--- src/rtl/bus_arbiter4.sv ---
// Four-requester round-robin bus arbiter with a bounded hold time and one
// turnaround cycle (gnt=0) between owners, so tristate drivers never overlap.
module bus_arbiter4 #(
  parameter int MAX_HOLD = 8
) (
  input  logic       clk,
  input  logic       reset,
  input  logic [3:0] req,
  output logic [3:0] gnt,
  output logic [1:0] sel,
  output logic       busy
);

  // state | meaning
  // IDLE  | no owner, gnt=0, busy=0
  // OWN   | one requester owns the bus, gnt one-hot
  // GAP   | single turnaround cycle, gnt=0, busy=1
  localparam logic [1:0] ST_IDLE = 2'd0;
  localparam logic [1:0] ST_OWN  = 2'd1;
  localparam logic [1:0] ST_GAP  = 2'd2;

  localparam logic [3:0] HOLD_MAX = 4'(MAX_HOLD);

  logic [1:0] state;
  logic [1:0] ptr;
  logic [3:0] hold_cnt;
  logic [1:0] winner;
  logic [1:0] rr_idx;
  logic       found;

  // sel doubles as the owner index; it is only reloaded on a new grant
  always_comb begin
    winner = ptr;
    rr_idx = ptr;
    found  = 1'b0;
    for (int i = 0; i < 4; i++) begin
      rr_idx = ptr + 2'(i);
      if (!found && req[rr_idx]) begin
        winner = rr_idx;
        found  = 1'b1;
      end
    end
  end

  always_ff @(posedge clk) begin
    if (reset) begin
      state    <= ST_IDLE;
      gnt      <= 4'b0000;
      sel      <= 2'b00;
      busy     <= 1'b0;
      ptr      <= 2'b00;
      hold_cnt <= 4'd0;
    end else begin
      case (state)
        ST_IDLE, ST_GAP: begin
          if (|req) begin
            gnt      <= 4'b0001 << winner;
            sel      <= winner;
            hold_cnt <= 4'd1;
            busy     <= 1'b1;
            state    <= ST_OWN;
          end else begin
            busy  <= 1'b0;
            state <= ST_IDLE;
          end
        end
        ST_OWN: begin
          if (req[sel] && (hold_cnt < HOLD_MAX)) begin
            hold_cnt <= hold_cnt + 4'd1;
          end else begin
            gnt   <= 4'b0000;
            ptr   <= sel + 2'd1;
            state <= ST_GAP;
          end
        end
        default: begin
          state <= ST_IDLE;
          gnt   <= 4'b0000;
          busy  <= 1'b0;
        end
      endcase
    end
  end

endmodule

--- config.mk ---
export PLATFORM = sky130hd
export DESIGN_NAME = bus_arbiter4
export DESIGN_NICKNAME = d
export VERILOG_FILES = /design/src/rtl/bus_arbiter4.sv
export SDC_FILE = /design/constraint.sdc
export NUM_CORES = 1
export LEC_CHECK = 0
export ABC_AREA = 1
export BUFFER_PORTS_ARGS = -buffer_cell sky130_fd_sc_hd__buf_2
export CORE_MARGIN = 10
export CORE_UTILIZATION = 45
export CTS_BUF_LIST = sky130_fd_sc_hd__clkbuf_2 sky130_fd_sc_hd__clkbuf_4 sky130_fd_sc_hd__clkbuf_8
export CTS_CLUSTER_DIAMETER = 60
export DETAILED_ROUTE_END_ITERATION = 8
export GPL_TIMING_DRIVEN = 1
export PLACE_DENSITY = 0.74
export REMOVE_ABC_BUFFERS = 1
export SLEW_MARGIN = 30
export SYNTH_ARGS = -nofsm -noshare
export SYNTH_HDL_FRONTEND = slang
export SYNTH_SLANG_ARGS = --single-unit
--- constraint.sdc ---
create_clock -name clk -period 1.82 [get_ports clk]
set_input_delay 0.273 -clock clk [delete_from_list [all_inputs] [get_ports clk]]
set_output_delay 0.273 -clock clk [all_outputs]
set_load 0.02 [all_outputs]
# [Yosys cells after proc, flatten, opt, wreduce, memory -nomap -nowiden]
# Index checks and enable logic that the tools add are counted.
[totals] reg_bits=15 input_bits=6 out_inout_bits=7 elab_cells=66
[op_classes] n_addsub=5 order_cmp=6 n_eq_ne=5 shifts=1 n_mux=27 n_bitwise=1 n_reduce_logical=15
[ops] operator="$mux 4" n=4
[ops] operator="$pmux 4 s2" n=2
[ops] operator="$lt 2x3->1 const B" n=5
[ops] operator="$bmux 1 s2" n=5
[ops] operator="$mux 1" n=10
[ops] operator="$mux 2" n=4
[ops] operator="$ne 2x2->1 const B" n=3
[ops] operator="$reduce_and 2->1" n=3
[ops] operator="$add 2x1->2 const B" n=2
[ops] operator="$add 2x2->2 const B" n=2
[ops] operator="$add 4x1->4 const B" n=1
[ops] operator="$logic_and 1x1->1" n=4
[ops] operator="$lt 4x4->1 const B" n=1
[ops] operator="$pmux 2 s2" n=1
[ops] operator="$reduce_or 4->1" n=1
[ops] operator="$shl 1x2->4 const A" n=1
[ops] operator="$logic_not 1->1" n=3
[ops] operator="$reduce_and 3->1" n=1
[ops] operator="$eq 2x1->1 const B" n=1
[ops] operator="$eq 2x2->1 const B" n=1
[ops] operator="$logic_not 2->1" n=1
[ops] operator="$pmux 1 s2" n=1
[ops] operator="$reduce_bool 2->1" n=1
[ops] operator="$reduce_or 2->1" n=1
[ops] operator="$not 1->1" n=1

# [Longest topological paths before layout]
[logic_depth] word_depth=15 depth_mapped=14 depth_no_buf=13

# [Least setup slack after synthesis]
# No wires, ideal clock.
[synth_path] path_kind="register to register" startpoint="register ptr[0]" endpoint="register gnt[1]" setup_time_ps=66 t_arrival_ps=1361 required_time_ps=1754 setup_slack_ps=393 path_stages_with_launch=11 n_path_buf=1 period_less_slack_ps=1427 cell_sequence="dfxtp_1 > buf_4 > nand2_1 > nand3_1 > nand2_2 > inv_2 > nor2_8 > nand3_2 > a21oi_2 > nand2_1 > a21oi_2"
[synth_between] elab_chain_cells=15 word_cells_on_any_way=26 classes_between="add/sub (3); shift (1); mux (16); reduce/logical (6)"
[synth_rtl] item="start, declared" line_no="25" source="logic [1:0] ptr;"
[synth_rtl] item="start signal, assigned" line_no="72" source="ptr <= sel + 2'd1;"
[synth_rtl] item="branches (longest 11 deep; another with $add 2x1->2)"
[synth_rtl] item="$mux 2 *" line_no="38" source="if (!found && req[rr_idx]) begin"
[synth_rtl] item="$shl 1x2->4 *" line_no="57" source="gnt <= 4'b0001 << winner;"
[synth_rtl] item="$mux 4 *" line_no="56" source="if (|req) begin"
[synth_rtl] item="$pmux 4 s2 *" line_no="54" source="case (state)"
[synth_rtl] item="end signal, assigned" line_no="57"
[synth_rtl] item="end, declared" line_no="9" source="output logic [3:0] gnt,"
# Every way passes the cells marked *. The select of a mux whose other input is x is not followed.
# A chain may end at the register's enable or synchronous reset.

# [Worst setup path in the final report]
[layout_path] startpoint="register ptr[1]" endpoint="register gnt[0]"
# The elaborated chain is that of the path after synthesis.

==> impl_metrics.csv <==
group,metric,value,unit
outcome,outcome,"finished, final reports clean",
routing,wl_per_cell,11.51,µm
clock_network,clk_latency,0.29,ns
timing,maxSlewHeadroom,0.6932,
job,maxCapViolCount,0,
clock_network,clk_pin_slew,0.09,ns
pwr,combPwrFrac,0.476,
min_path,hold_end,"gnt[1]",
global_route,grt_pass1_wl,3953,µm
floorplanning,coreArea,0.002191,mm²
layout,diodes,0,
timing,fin_worst_skew,0.004448,ns
synthesis,synth.most_common_cell,"nand2_1",
clock_network,clock_sinks,15,
floorplanning,io_pins,13,
layout,layout-drive-gt1-share,0.2706,
synthesis,synth_fa_ha_area_frac,0.01230,
synthesis,synth_top_area_share,0.2952,
global_route,grtUsageTotal,0.1084,
global_route,antenna_found_initial,0,
floorplanning,die_h,67.55,µm
clock_network,cts_max_level,1,
layout,syn_to_final_growth,11.07,%
floorplanning,dieArea,0.004562,mm²
synthesis,synth_mux_area_frac,0,
synthesis,synthFlopType,"dfxtp_1",
pwr,p_int,640.5,µW
synthesis,yosys.area_share.simple,0.4613,
clock_network,clock_path_buffers,2,
place,port_buffers,12,
floorplanning,rows,17,
synthesis,syn_avg_cell_area,6.563,µm²
global_route,grt_max_degree,12,
synthesis,synth_edf_count,0,
timing,min_period_over_period,0.8915,
pwr,power.density,1027,mW/mm²
clock_network,cts_buffers,3,
worst_setup_path,setup.worst_path.start_class,"register",
global_route,overflow,0,
routing,firstDrtPassIters,4,
worst_setup_path,arrival,1.86,ns
synthesis,synth.cells.most_frequent,"nand2_1 (55), dfxtp_1 (15), nand3_1 (14), inv_1 (12)",
clock_network,root_buffer,"clkbuf_4",
pwr,pwr-share-seq,0.357,
timing,hold_violations,0,
synthesis,synthArstFlopShare,0,
timing,fin_crit,1.622,ns
worst_setup_path,required,2.06,ns
synthesis,synth_top_family_by_area,"simple AND/OR/NAND/NOR gates",
place,place_inst,194,
routing,via_per_inst,4.965,
synthesis,synthXorXnorAreaFrac,0.008610,
pwr,p_sw,520.4,µW
timing,tightest_slew,0.4554,ns
timing,setup_viol,0,
synthesis,synth_compound_area_frac,0.1341,
layout,finalNonFillerCells,198,
min_path,hp-class,"in2reg",
routing,ant_nets,0,
worst_setup_path,r2r-end,"gnt[0]",
pwr,p_clk_frac,0.167,
pwr,peakVddDrop,625.8,µV
global_route,grt_pass1_vias,944,
timing,fin_setup_tns,0,ns
min_path,min_path_cells,2,
worst_setup_path,cp-end-kind,"register",
synthesis,synth_top_cell_by_area,"dfxtp_1",
synthesis,synth_cell_types,23,
worst_setup_path,timing.rr.start,"ptr[1]",
worst_setup_path,path_class,"reg2reg",
synthesis,ys_seq_area_frac,0.2952,
timing,finalMaxSlewViolations,0,
routing,vias,983,
routing,drc_errors,0,
timing,rsz0062_at_grt,"false",
pwr,switching_share,0.4483,
min_path,hp-start,"reset",
worst_setup_path,r2r_setup_slack,0.20,ns
floorplanning,start_util,0.4643,
routing,drtIter0Drc,61,
place,hpwl,1811,µm
synthesis,syn_inst,155,
pwr,leakage,0.0005805,µW
layout,layout.nets,178,
floorplanning,die_w,67.55,µm
worst_setup_path,ff2ff_path_depth,12,
clock_network,hold_buffers,0,
synthesis,synth.top_cells.by_area,"dfxtp_1 (30%), nand2_1 (20%), nand3_1 (6.9%)",
place,gp_congestion,0.8933,
clock_network,cts_tree,"done",
synthesis,synthesis.area,0.001017,mm²
routing,wirelength,2279,µm
worst_setup_path,critPathMaxFanout,9,
synthesis,ys_warn_count,0,
timing,max_freq,0.6164,GHz
synthesis,ys_seq_elements,15,
==> metrics by stage <==
step / power, µW / area (µm²) / setup slack, ns / util / hold slack, ns
floorplan: 841.5 / 991.0 / 0.2414 / - / 0.3354
global placement: 958.6 / 1101 / 0.1699 / 0.5026 / 0.4526
detailed placement: 969.5 / 1101 / 0.1762 / 0.5026 / 0.4508
CTS: 1157 / 1129 / 0.1545 / 0.5151 / 0.2843
global route: 1256 / 1130 / 0.004565 / 0.5157 / 0.2849
finish: 1161 / 1130 / 0.1976 / 0.5157 / 0.2793
==> critical path: stages, from the launching register on <==
cell and delay, ns:
dfxtp_1 0.46, inv_2 0.13, nand2_1 0.10, nand2_2 0.09, nand2_4 0.07, nand2_4 0.08
nor2_8 0.14, nand2_4 0.08, clkinv_1 0.06, nand2_1 0.06, nand2_1 0.12, nand2_1 0.08
a21oi_2 0.11
==> sequential cells by signal (all words and copies together) (netlist names) <==
name      flops
gnt           4
state         2
sel           2
ptr           2
hold_cnt      4
busy          1
==> layer usage <==
| layer | global-route usage | wire length (µm) |
|---|---|---|
| met2 | 0.1901 | 1145 |
| met5 | 0 | 0 |
| met3 | 0.01818 | 42 |
| met4 | 0.06154 | 72 |
| met1 | 0.1204 | 1019 |
==> how the worst max path moves through the flow <==
stage / start / endpoint / slack, ns
2_1_floorplan: ptr[0] / gnt[1] / 0.24
3_3_place_gp: ptr[0] / gnt[1] / 0.17
3_5_place_dp: ptr[0] / gnt[3] / 0.18
4_1_cts: ptr[0] / gnt[3] / 0.15
5_1_grt: ptr[1] / gnt[1] / 0.005
6_report: ptr[1] / gnt[0] / 0.20
==> placed cells by master, fill, tap and decap left out, types with 2 or more instances in the layout <==
cell type	n
a21oi_1	8
a21oi_2	5
buf_2	12
buf_4	2
clkbuf_4	3
dfxtp_1	14
inv_1	12
inv_2	4
nand2_1	55
nand2_2	8
nand2_4	6
nand3_1	14
nor2_1	7
o21ai_0	8
==> cells by family after synthesis <==
| family | Yosys count |
|---|---|
| and+or+nand+nor | 95 |
| DFF | 15 |
| AOI/OAI and AO/OA | 23 |
| buffers and inverters | 20 |
| adders and majority gates | 1 |
| xor gates and xnor gates | 1 |
==> power by group through the flow <==
stage	Clock, µW	Sequential [µW]	Combinational (µW)
6_report	194	415	552
5_1_grt	215	421	620
4_1_cts	193	413	551
3_5_place_dp	0	421	548
3_3_place_gp	0	417	541
2_1_floorplan	0	451	390
==> final cells by class <==
type,count,area (µm²)
clock buffer,3,22.52
multi-input combinational,120,626.9
clock inverter,1,5.005
fill,209,1061
inverter,17,63.81
sequential,15,301.5
timing repair buffer,14,75.07
tap,28,35.03
==> repair_timing <==
action                                  CTS  global route
resized for setup                         0             1
endpoints found under the setup margin    0             3
setup buffers                             0             0
Note: power is estimated with default switching activity, not from simulation.
